## config.mk

```make
export PLATFORM = sky130hd
export DESIGN_NAME = conv_out_drain
export DESIGN_NICKNAME = d
export VERILOG_FILES = /design/src/rtl/conv_out_drain.sv
export SDC_FILE = /design/constraint.sdc
export NUM_CORES = 1
export LEC_CHECK = 0
export BUFFER_PORTS_ARGS = -buffer_cell sky130_fd_sc_hd__buf_4
export CAP_MARGIN = 20
export CORE_MARGIN = 3
export CORE_UTILIZATION = 41
export DETAILED_ROUTE_END_ITERATION = 16
export GPL_ROUTABILITY_DRIVEN = 0
export PLACE_DENSITY_LB_ADDON = 0.15
export SYNTH_ARGS = -nofsm -noshare
export SYNTH_HDL_FRONTEND = slang
export SYNTH_SLANG_ARGS = --single-unit
```

## constraint.sdc

```tcl
create_clock -name CLK -period 3.95 [get_ports CLK]
set_clock_uncertainty 0.2 [all_clocks]
set_input_delay 0.1975 -clock CLK [delete_from_list [all_inputs] [get_ports CLK]]
set_output_delay 0.1975 -clock CLK [all_outputs]
set_load 0.1 [all_outputs]
```

## src/rtl/conv_out_drain.sv

```systemverilog
// conv_out_drain: captures a ROWS x COLS accumulator tile from a systolic array and streams
// it out one requantized pixel per accepted beat (valid/ready), in row-major order.
//
// Ports:
//   CLK        sole clock, rising edge
//   RST        synchronous active-high reset
//   LOAD       one-cycle pulse, ACC_IN holds a valid tile
//   ACC_IN     flattened tile, element (r,c) at [(r*COLS+c)*ACC_W +: ACC_W]
//   OUT_READY  downstream accepts the current beat
//   OUT_VALID  beat valid (high exactly while streaming)
//   OUT_DATA   requantized pixel: sat(element >>> SHIFT), optional ReLU
//   OUT_IDX    row-major index of the current beat
//   OUT_LAST   current beat is the final element
//   DONE       one-cycle pulse after the final beat is accepted
//   OVERRUN    sticky, a LOAD arrived while streaming and was dropped
//   STATE      current FSM state code
module conv_out_drain #(
    parameter int ROWS  = 4,
    parameter int COLS  = 4,
    parameter int ACC_W = 20,
    parameter int OUT_W = 8,
    parameter int SHIFT = 4,
    parameter int RELU  = 0
) (
    input  logic                                CLK,
    input  logic                                RST,
    input  logic                                LOAD,
    input  logic [ROWS*COLS*ACC_W-1:0]          ACC_IN,
    input  logic                                OUT_READY,
    output logic                                OUT_VALID,
    output logic [OUT_W-1:0]                    OUT_DATA,
    output logic [$clog2(ROWS*COLS)-1:0]        OUT_IDX,
    output logic                                OUT_LAST,
    output logic                                DONE,
    output logic                                OVERRUN,
    output logic [1:0]                          STATE
);

    localparam int NUM_EL = ROWS * COLS;
    localparam int IDX_W  = $clog2(NUM_EL);
    localparam int TILE_W = NUM_EL * ACC_W;

    localparam logic [IDX_W-1:0] LAST_IDX = IDX_W'(NUM_EL - 1);
    localparam logic signed [ACC_W-1:0] SAT_MAX = ACC_W'((1 << (OUT_W - 1)) - 1);
    localparam logic signed [ACC_W-1:0] SAT_MIN = -SAT_MAX - ACC_W'(1);

    typedef enum logic [1:0] {
        StIdle   = 2'd0,
        StStream = 2'd1,
        StDone   = 2'd2
    } state_e;

    state_e                   state_q, state_d;
    logic [TILE_W-1:0]        tile_q, tile_d;
    logic [IDX_W-1:0]         idx_q, idx_d;
    logic                     overrun_q, overrun_d;
    logic [OUT_W-1:0]         data_q, data_d;
    logic                     last_q, last_d;
    logic signed [ACC_W-1:0]  elem;
    logic signed [ACC_W-1:0]  shifted;

    // Next-state logic. The output pixel is computed from the *next* tile/index so that
    // OUT_DATA is registered and lines up with OUT_VALID/OUT_IDX without a pipeline bubble.
    always_comb begin
        state_d   = state_q;
        tile_d    = tile_q;
        idx_d     = idx_q;
        overrun_d = overrun_q;

        case (state_q)
            StIdle, StDone: begin
                if (LOAD) begin
                    tile_d  = ACC_IN;
                    idx_d   = '0;
                    state_d = StStream;
                end else begin
                    state_d = StIdle;
                end
            end
            StStream: begin
                // A tile is already in flight; drop the new one and flag it.
                if (LOAD) begin
                    overrun_d = 1'b1;
                end
                if (OUT_READY) begin
                    if (idx_q == LAST_IDX) begin
                        state_d = StDone;
                    end else begin
                        idx_d = idx_q + IDX_W'(1);
                    end
                end
            end
            default: state_d = StIdle;
        endcase

        elem    = tile_d[idx_d*ACC_W +: ACC_W];
        shifted = elem >>> SHIFT;

        if (shifted > SAT_MAX) begin
            data_d = SAT_MAX[OUT_W-1:0];
        end else if (shifted < SAT_MIN) begin
            data_d = SAT_MIN[OUT_W-1:0];
        end else begin
            data_d = shifted[OUT_W-1:0];
        end

        if ((RELU != 0) && (shifted < 0)) begin
            data_d = '0;
        end

        if (state_d != StStream) begin
            data_d = '0;
        end
        last_d = (state_d == StStream) && (idx_d == LAST_IDX);
    end

    always_ff @(posedge CLK) begin
        if (RST) begin
            state_q   <= StIdle;
            tile_q    <= '0;
            idx_q     <= '0;
            overrun_q <= 1'b0;
            data_q    <= '0;
            last_q    <= 1'b0;
        end else begin
            state_q   <= state_d;
            tile_q    <= tile_d;
            idx_q     <= idx_d;
            overrun_q <= overrun_d;
            data_q    <= data_d;
            last_q    <= last_d;
        end
    end

    assign OUT_VALID = (state_q == StStream);
    assign DONE      = (state_q == StDone);
    assign STATE     = state_q;
    assign OUT_IDX   = idx_q;
    assign OUT_DATA  = data_q;
    assign OUT_LAST  = last_q;
    assign OVERRUN   = overrun_q;

endmodule

```

# Word-level counts from Yosys, hierarchy flattened
# Index checks and enable logic that the tools add are counted.
# Widths: inputs -> output; s select.
[totals]
register_bits = 336
input_bits = 324
out_inout_bits = 18
[classes]
addsub = 1
multipliers = 1
n_lt_le_gt_ge = 2
eq_ne = 6
n_shift = 1
mux = 12
n_reduce_logical = 6
[ops]
columns = ["operator", "n"]
rows = [
  ["$mux 320", 2],
  ["$shiftx 320x10->20", 1],
  ["$gt 16x8->1 const B", 1],
  ["$lt 16x8->1 const B", 1],
  ["$mux 4", 3],
  ["$eq 4x4->1 const B", 2],
  ["$mux 8", 1],
  ["$pmux 4 s2", 1],
  ["$mul 4x3->7 const B", 1],
  ["$mux 7", 1],
  ["$add 4x1->4 const B", 1],
  ["$eq 2x1->1 const B", 2],
  ["$mux 2", 2],
  ["$pmux 2 s2", 1],
  ["$reduce_or 2->1", 2],
  ["$reduce_or 3->1", 1],
  ["$eq 2x2->1 const B", 1],
  ["$logic_not 2->1", 1],
  ["$ne 2x1->1 const B", 1],
  ["$reduce_and 2->1", 1],
  ["$logic_and 1x1->1", 1],
  ["$mux 1", 1],
]

# Logic depth before layout (Yosys ltp)
# Gate-level depths: netlist of run 1.
[logic_depth]
ltp_word = 9
depth_mapped = 15

# Worst setup path before layout of run 1
# No wires, ideal clock.
[synth_path]
path_kind = "register to register"
startpoint = "reg idx_q[1] (netlist: OUT_IDX[1])"
endpoint = "reg data_q[0] (netlist: OUT_DATA[0])"
setup_ns = 0.134
arrival_ns = 3.591
setup_slack_ns = 0.025
stages_incl_launch_ff = 12
period_less_slack_ns = 3.925
cell_sequence = "dfxtp_1 > ha_1 > and3_2 > nor2_8 > xnor2_4 > mux2_1 > a221o_1 > a31oi_1 > o221a_2 > nor4_1 > a31oi_1 > o21ai_1"
[synth_between]
elab_chain_cells = 9
word_cells_on_any_way = 17
cone_classes = "add/sub: 1; mul: 1; order compare: 2; eq/ne: 2; shift: 1; mux: 9; reduce/logical: 1"
[synth_lines]
columns = ["item", "line_no", "rtl"]
rows = [
  ["start: declaration", "55", "logic [IDX_W-1:0] idx_q, idx_d;"],
  ["start signal: assignment", "128", "idx_q <= idx_d;"],
  ["$add 4x1->4 or $eq 4x4->1 (tied branches)", "89, 86", ""],
  ["$mux 4", "86", "if (idx_q == LAST_IDX) begin"],
  ["$mux 4", "85", "if (OUT_READY) begin"],
  ["$pmux 4 s2", "70", "case (state_q)"],
  ["$mul 4x3->7", "96", "elem = tile_d[idx_d*ACC_W +: ACC_W];"],
  ["$shiftx 320x10->20", "96", ""],
  ["$lt 16x8->1", "101", "end else if (shifted < SAT_MIN) begin"],
  ["$mux 8", "101", ""],
  ["$mux 7", "99", "if (shifted > SAT_MAX) begin"],
  ["end signal: assignment", "130", "data_q <= data_d;"],
  ["end: declaration", "57", "logic [OUT_W-1:0] data_q, data_d;"],
]
# Parallel ways exist; a longest one is shown, timed or not.
# A chain may end at the register's enable or synchronous reset.

# Final worst setup path of run 1
[layout_path]
startpoint = "reg idx_q[0] (netlist: OUT_IDX[0])"
endpoint = "reg data_q[1] (netlist: OUT_DATA[1])"
# Same word-level chain as after synthesis.

==> results of run 1 <==
==> cells by family (layout without fill, tap and decap cells) <==
logic type	after synthesis	count (layout)	synth area share [%]
buffers and inverters	138	625	4.83
DFF	272	272	44.5
xor gates and xnor gates	1	1	0.225
and+or+nand+nor	837	837	27.9
AOI/OAI and AO/OA	402	402	19.0
muxes	40	40	3.49
adders and majority gates	1	1	0.102
other	0	2	0
==> Yosys cell counts (2+ instances only) <==
library cell / count
nand2_1: 698
a21oi_1: 288
dfxtp_1: 272
clkbuf_1: 109
nand3_1: 66
a31oi_1: 26
mux2i_1: 22
and3_1: 21
nor2_1: 16
a211oi_1: 14
mux2_2: 14
o21ai_0: 12
a311oi_1: 10
buf_2: 10
nor3_1: 10
buf_4: 8
a32oi_1: 7
o21ai_1: 7
buf_1: 6
buf_6: 4
o22ai_1: 4
or3_1: 4
a211o_1: 3
a221oi_1: 3
mux2_1: 3
o221ai_1: 3
a21o_1: 2
a221o_1: 2
a2bb2oi_1: 2
a311o_1: 2
and2b_1: 2
nand2b_1: 2
nand4_1: 2
nor2b_1: 2
nor3_2: 2
o211ai_1: 2
o311ai_0: 2
o31a_1: 2
==> routing by layer <==
layer / track usage [%] / wire length [um] / up-vias
li1: - / - / 6624
met1: 36.8 / 19200 / 6225
met2: 46.0 / 21200 / 544
met3: 3.88 / 3390 / 90
met4: 7.40 / 1270 / 0
met5: 0 / 0 / -
==> cell type report <==
cell class              count  share of cell area, %
inverters                   1                 0.0208
repair buffers            570                   27.6
clock inverters            10                  0.602
diodes                      2                 0.0277
multi-input cells        1281                   34.5
clock buffers              44                   4.55
flip-flops and latches    272                   30.1
well taps                 384                   2.66
==> final timing paths <==
path / from / to / slack (ns) / cells past startpoint
max: OUT_IDX[0] / OUT_DATA[1] / 0.23 / 12
min: RST / OUT_IDX[0] / 0.12 / 2
max reg2reg: OUT_IDX[0] / OUT_DATA[1] / 0.23 / 12
min reg2reg: tile_q[78] / tile_q[78] / 0.25 / 2
==> state kept, by name, summed over array words and instances (netlist names) <==
register  count
tile_q      256
STATE         2
OUT_LAST      1
OVERRUN       1
OUT_DATA      8
OUT_IDX       4
==> worst max-delay path, delay by kind of cell, from the launching register on <==
family                   cells  cell delay (ns)
adder cells (fa/ha/maj)      1             0.24
AO/OA/AOI/OAI                5             1.07
buffers and inverters        1             0.29
flip-flops                   1             0.31
AND/OR/NAND/NOR              5             1.51
==> repair_timing <==
item,CTS,global route
hold endpoints to repair,264,0
endpoints found under the setup margin,0,7
hold buffers,258,0
gates resized for setup,0,2
==> where the power goes <==
part           internal, mW  switching [mW]
clock                  1.56            1.11
combinational         0.601           0.733
sequential             2.92           0.103
total                  5.08            1.94
==> results.json, run 1 <==
{
  "syn_to_final_growth_pct": 47.8,
  "setup_ws_ns": 0.235,
  "mostFrequentLayoutCells": "nand2_1, buf_4, a21oi_1",
  "slew_headroom_pct": 41.1,
  "track_usage_pct": 27.3,
  "cp_slowest_cell": "or3_1",
  "multiInputGateArea_um2": 6230,
  "slew_violations": 0,
  "fin_util_pct": 62.1,
  "powerDensity_nw_per_um2": 389,
  "clk_pin_slew_ns": 0.06,
  "final_cell_area_um2": 18100,
  "htreeDepth": 1,
  "post-place-ws_ns": 0.207,
  "postSynthCellCount": 1691,
  "synth_seq_area_share_pct": 44.5,
  "drc_errors": 0,
  "grt_pass1_wl_um": 69500,
  "synth.top_cell.area_share_pct": 44.5,
  "setup_viol": 0,
  "core-area_um2": 29100,
  "first_pass_iters": 5,
  "area.sequential_um2": 5450,
  "hpwl_um": 29500,
  "numCtsBuffers": 29,
  "hold_violations": 0,
  "crit_path_start_kind": "register",
  "status": "complete, no violations",
  "fin_setup_tns_ns": 0,
  "die_h_um": 179,
  "synth-edff-count": 0,
  "worst_hold_slack_ns": 0.122,
  "yosysTopAreaCell": "dfxtp_1",
  "synthArstFlopShare_pct": 0,
  "cellLeakagePower_nw": 7.37,
  "finalCritPeriodShare_pct": 94.1,
  "hold_class": "in -> reg",
  "end_kind": "register",
  "finalPower_mw": 7.02,
  "final_cells": 2564,
  "final_common_cell": "nand2_1",
  "path_cells": "ha_1 > and3_2 > or3_1 > nand2_4 > buf_4 > nand2_1 > and3_1 > a311oi_1 > a31oi_1 > a21oi_1 > o21ai_0 > o21ai_1",
  "fill_cells": 2519,
  "tightest_slew_ns": 0.883,
  "antenna_left": 0,
  "wire_per_inst_um": 17.6,
  "post_cts_buffers": 0,
  "dieArea_um2": 31900,
  "critPathArrivalTime_ns": 4.00,
  "required_ns": 4.24,
  "fin_nets": 2480,
  "synthFlopType": "dfxtp_1",
  "rsz0062_at_grt": "no",
  "initial_core_util_pct": 42.0,
  "drive_above_1_share_pct": 18.1,
  "grt_max_degree": 192,
  "max-cap-violations": 0,
  "grt_overflow_total": 0,
  "antenna_found_initial": 2,
  "rows": 62,
  "clockBufferDepth": 3,
  "clk_latency_ns": 0.54,
  "worst-setup-path-type": "reg -> reg",
  "viasPerCell": 5.26,
  "io_buffers": 277,
  "cts_tree": "built",
  "place_inst": 2250,
  "vdd_drop_max_v": 0.000311,
  "synth_cell_type_count": 65,
  "synth_nets": 2016,
  "cts-root-buf": "clkbuf_16",
  "routed_wl_um": 45100,
  "syn_avg_cell_area_um2": 7.23,
  "final.min_clock_period_ns": 3.72,
  "place_area_um2": 14500,
  "synth_area_leaders": "dfxtp_1, nand2_1, a21oi_1",
  "yosys_warnings": 0,
  "slowest_delay_ns": 0.55,
  "num_vias": 13500,
  "grt_pass1_vias": 12800,
  "path_max_fanout": 33,
  "netlist_area_um2": 12200,
  "pin_count": 342,
  "drt_iter0_markers": 1207,
  "max_freq_mhz": 269,
  "clock_sinks": 272,
  "ys_ff_latch": 272,
  "die_width_um": 179
}
No activity file was read; power rests on OpenSTA's default activity.
==> run 2: changes to the inputs <==
--- a/config.mk
+++ b/config.mk
@@ -11,7 +11,9 @@
 export CORE_UTILIZATION = 41
 export DETAILED_ROUTE_END_ITERATION = 16
 export GPL_ROUTABILITY_DRIVEN = 0
-export PLACE_DENSITY_LB_ADDON = 0.15
+export MAX_ROUTING_LAYER = met4
+export PLACE_DENSITY_LB_ADDON = 0.25
+export RECOVER_POWER = 100
 export SYNTH_ARGS = -nofsm -noshare
 export SYNTH_HDL_FRONTEND = slang
 export SYNTH_SLANG_ARGS = --single-unit
==> run 2 against run 1 <==
The run now ends with capacitance limit, slew limit left. Cell area increased by 0.29%. Sequential power barely moved. Highest routed layer unchanged. Routed wire length increased by 1.9%. Fmax fell by 3.0%. Worst setup slack got worse by 0.11 ns. Sequential cell count is the same.
==> results.json, run 2 (same netlist as run 1, synthesis figures left out) <==
{
  "status": "finished, violations left",
  "violations": "capacitance limit, slew limit",
  "mostFrequentLayoutCells": "nand2_1, buf_4, a21oi_1",
  "hpwl_um": 29900,
  "slew_violations": 232,
  "largest_reg_flops": 256,
  "tightest_slew_ns": 2.86,
  "setup_viol": 0,
  "clk_pin_slew_ns": 0.06,
  "finalCritPeriodShare_pct": 96.9,
  "initial_core_util_pct": 42.0,
  "fin_nets": 2487,
  "crit_path_start_kind": "register",
  "powerDensity_nw_per_um2": 402,
  "hold_class": "in -> reg",
  "htreeDepth": 1,
  "end_kind": "register",
  "viasPerCell": 5.39,
  "grt_pass1_wl_um": 70800,
  "wire_per_inst_um": 17.8,
  "antenna_found_initial": 6,
  "regMostFlops": "tile_q",
  "first_pass_iters": 8,
  "fin_setup_tns_ns": 0,
  "clk_latency_ns": 0.55,
  "path_max_fanout": 17,
  "rsz0062_at_grt": "no",
  "grt_max_degree": 153,
  "rows": 62,
  "final_common_cell": "nand2_1",
  "max-cap-violations": 2,
  "die_h_um": 179,
  "syn_to_final_growth_pct": 48.2,
  "fill_cells": 2447,
  "vdd_drop_max_v": 0.000341,
  "drc_errors": 0,
  "final.min_clock_period_ns": 3.83,
  "cellLeakagePower_nw": 7.38,
  "setup_ws_ns": 0.121,
  "met3_usage_pct": 3.32,
  "antenna_left": 0,
  "pin_count": 342,
  "post-place-ws_ns": 0.165,
  "grt_overflow_total": 0,
  "hold_violations": 0,
  "routed_wl_um": 45900,
  "grt_pass1_vias": 13300,
  "track_usage_pct": 28.5,
  "grt_use_met2_pct": 46.0,
  "core-area_um2": 29100,
  "numCtsBuffers": 29,
  "drive_above_1_share_pct": 17.7,
  "io_buffers": 277,
  "worst-setup-path-type": "reg -> reg",
  "max_freq_mhz": 261,
  "grt-busiest-layer": "met2",
  "num_vias": 13900,
  "drt_iter0_markers": 1229,
  "clockBufferDepth": 3,
  "slew_headroom_pct": -90.5,
  "die_width_um": 179,
  "grt_util_met1_pct": 36.8,
  "post_cts_buffers": 0,
  "cts_tree": "built",
  "clock_sinks": 272,
  "critPathArrivalTime_ns": 4.10,
  "dieArea_um2": 31900,
  "cts-root-buf": "clkbuf_16",
  "required_ns": 4.22
}
## run 2: routing by layer
metal,vias up,share of wire (%)
li1,6646,-
met1,6491,41
met2,639,48
met3,115,7.0
met4,0,3.8
met5,-,0
## run 2: metrics by stage
stage	total power, mW	util [%]	hold slack (ns)	instances	cell area, um^2
2_1_floorplan	3.73	-	0.133	1691	12200
3_3_place_gp	4.16	50.0	0.240	2254	14500
3_5_place_dp	4.18	50.0	0.243	2254	14500
4_1_cts	7.30	62.5	0.111	2569	18200
5_1_grt	7.55	62.3	0.135	2575	18100
6_report	7.28	62.3	0.103	2576	18100
## run 2: path summary, 6_finish.rpt
| path | from | end | slack [ns] | cells past startpoint |
|---|---|---|---|---|
| min | RST | tile_q[198] | 0.10 | 2 |
| max | OUT_IDX[0] | OUT_DATA[0] | 0.12 | 11 |
| min reg2reg | tile_q[131] | tile_q[131] | 0.25 | 2 |
| max reg2reg | OUT_IDX[0] | OUT_DATA[0] | 0.12 | 11 |
## run 2: power by group
| part | internal, mW | switching (mW) | total (mW) | leakage, nW |
|---|---|---|---|---|
| Combinational | 0.589 | 0.735 | 1.32 | 4.62 |
| Clock | 1.80 | 1.13 | 2.93 | 0.520 |
| Sequential | 2.92 | 0.109 | 3.03 | 2.23 |
## run 2: final cells by class
cell class,count,area [um^2],area share (%)
Antenna cell,7,17.5,0.0966
Clock buffer,40,837,4.62
Clock inverter,14,203,1.12
Inverter,1,3.75,0.0207
Multi-Input combinational cell,1281,6230,34.3
Sequential cell,272,5450,30.0
Tap cell,384,480,2.65
Timing Repair Buffer,577,4920,27.1
## run 2: worst max-delay path: stages, from the launching register on
cell     delay [ns]
dfxtp_1        0.31
ha_1           0.24
and3_2         0.30
or3_1          0.57
nand2_4        0.31
buf_4          0.28
mux2_2         0.36
a31oi_1        0.27
a32oi_1        0.14
nor4_1         0.36
a31oi_2        0.23
o21ai_1        0.19
## run 2: repair_timing
action                                  4_1_cts  5_1_grt
hold buffers                                261        0
endpoints found under the setup margin        0        7
gates resized for setup                       0        2
endpoints found under the hold margin       264        0
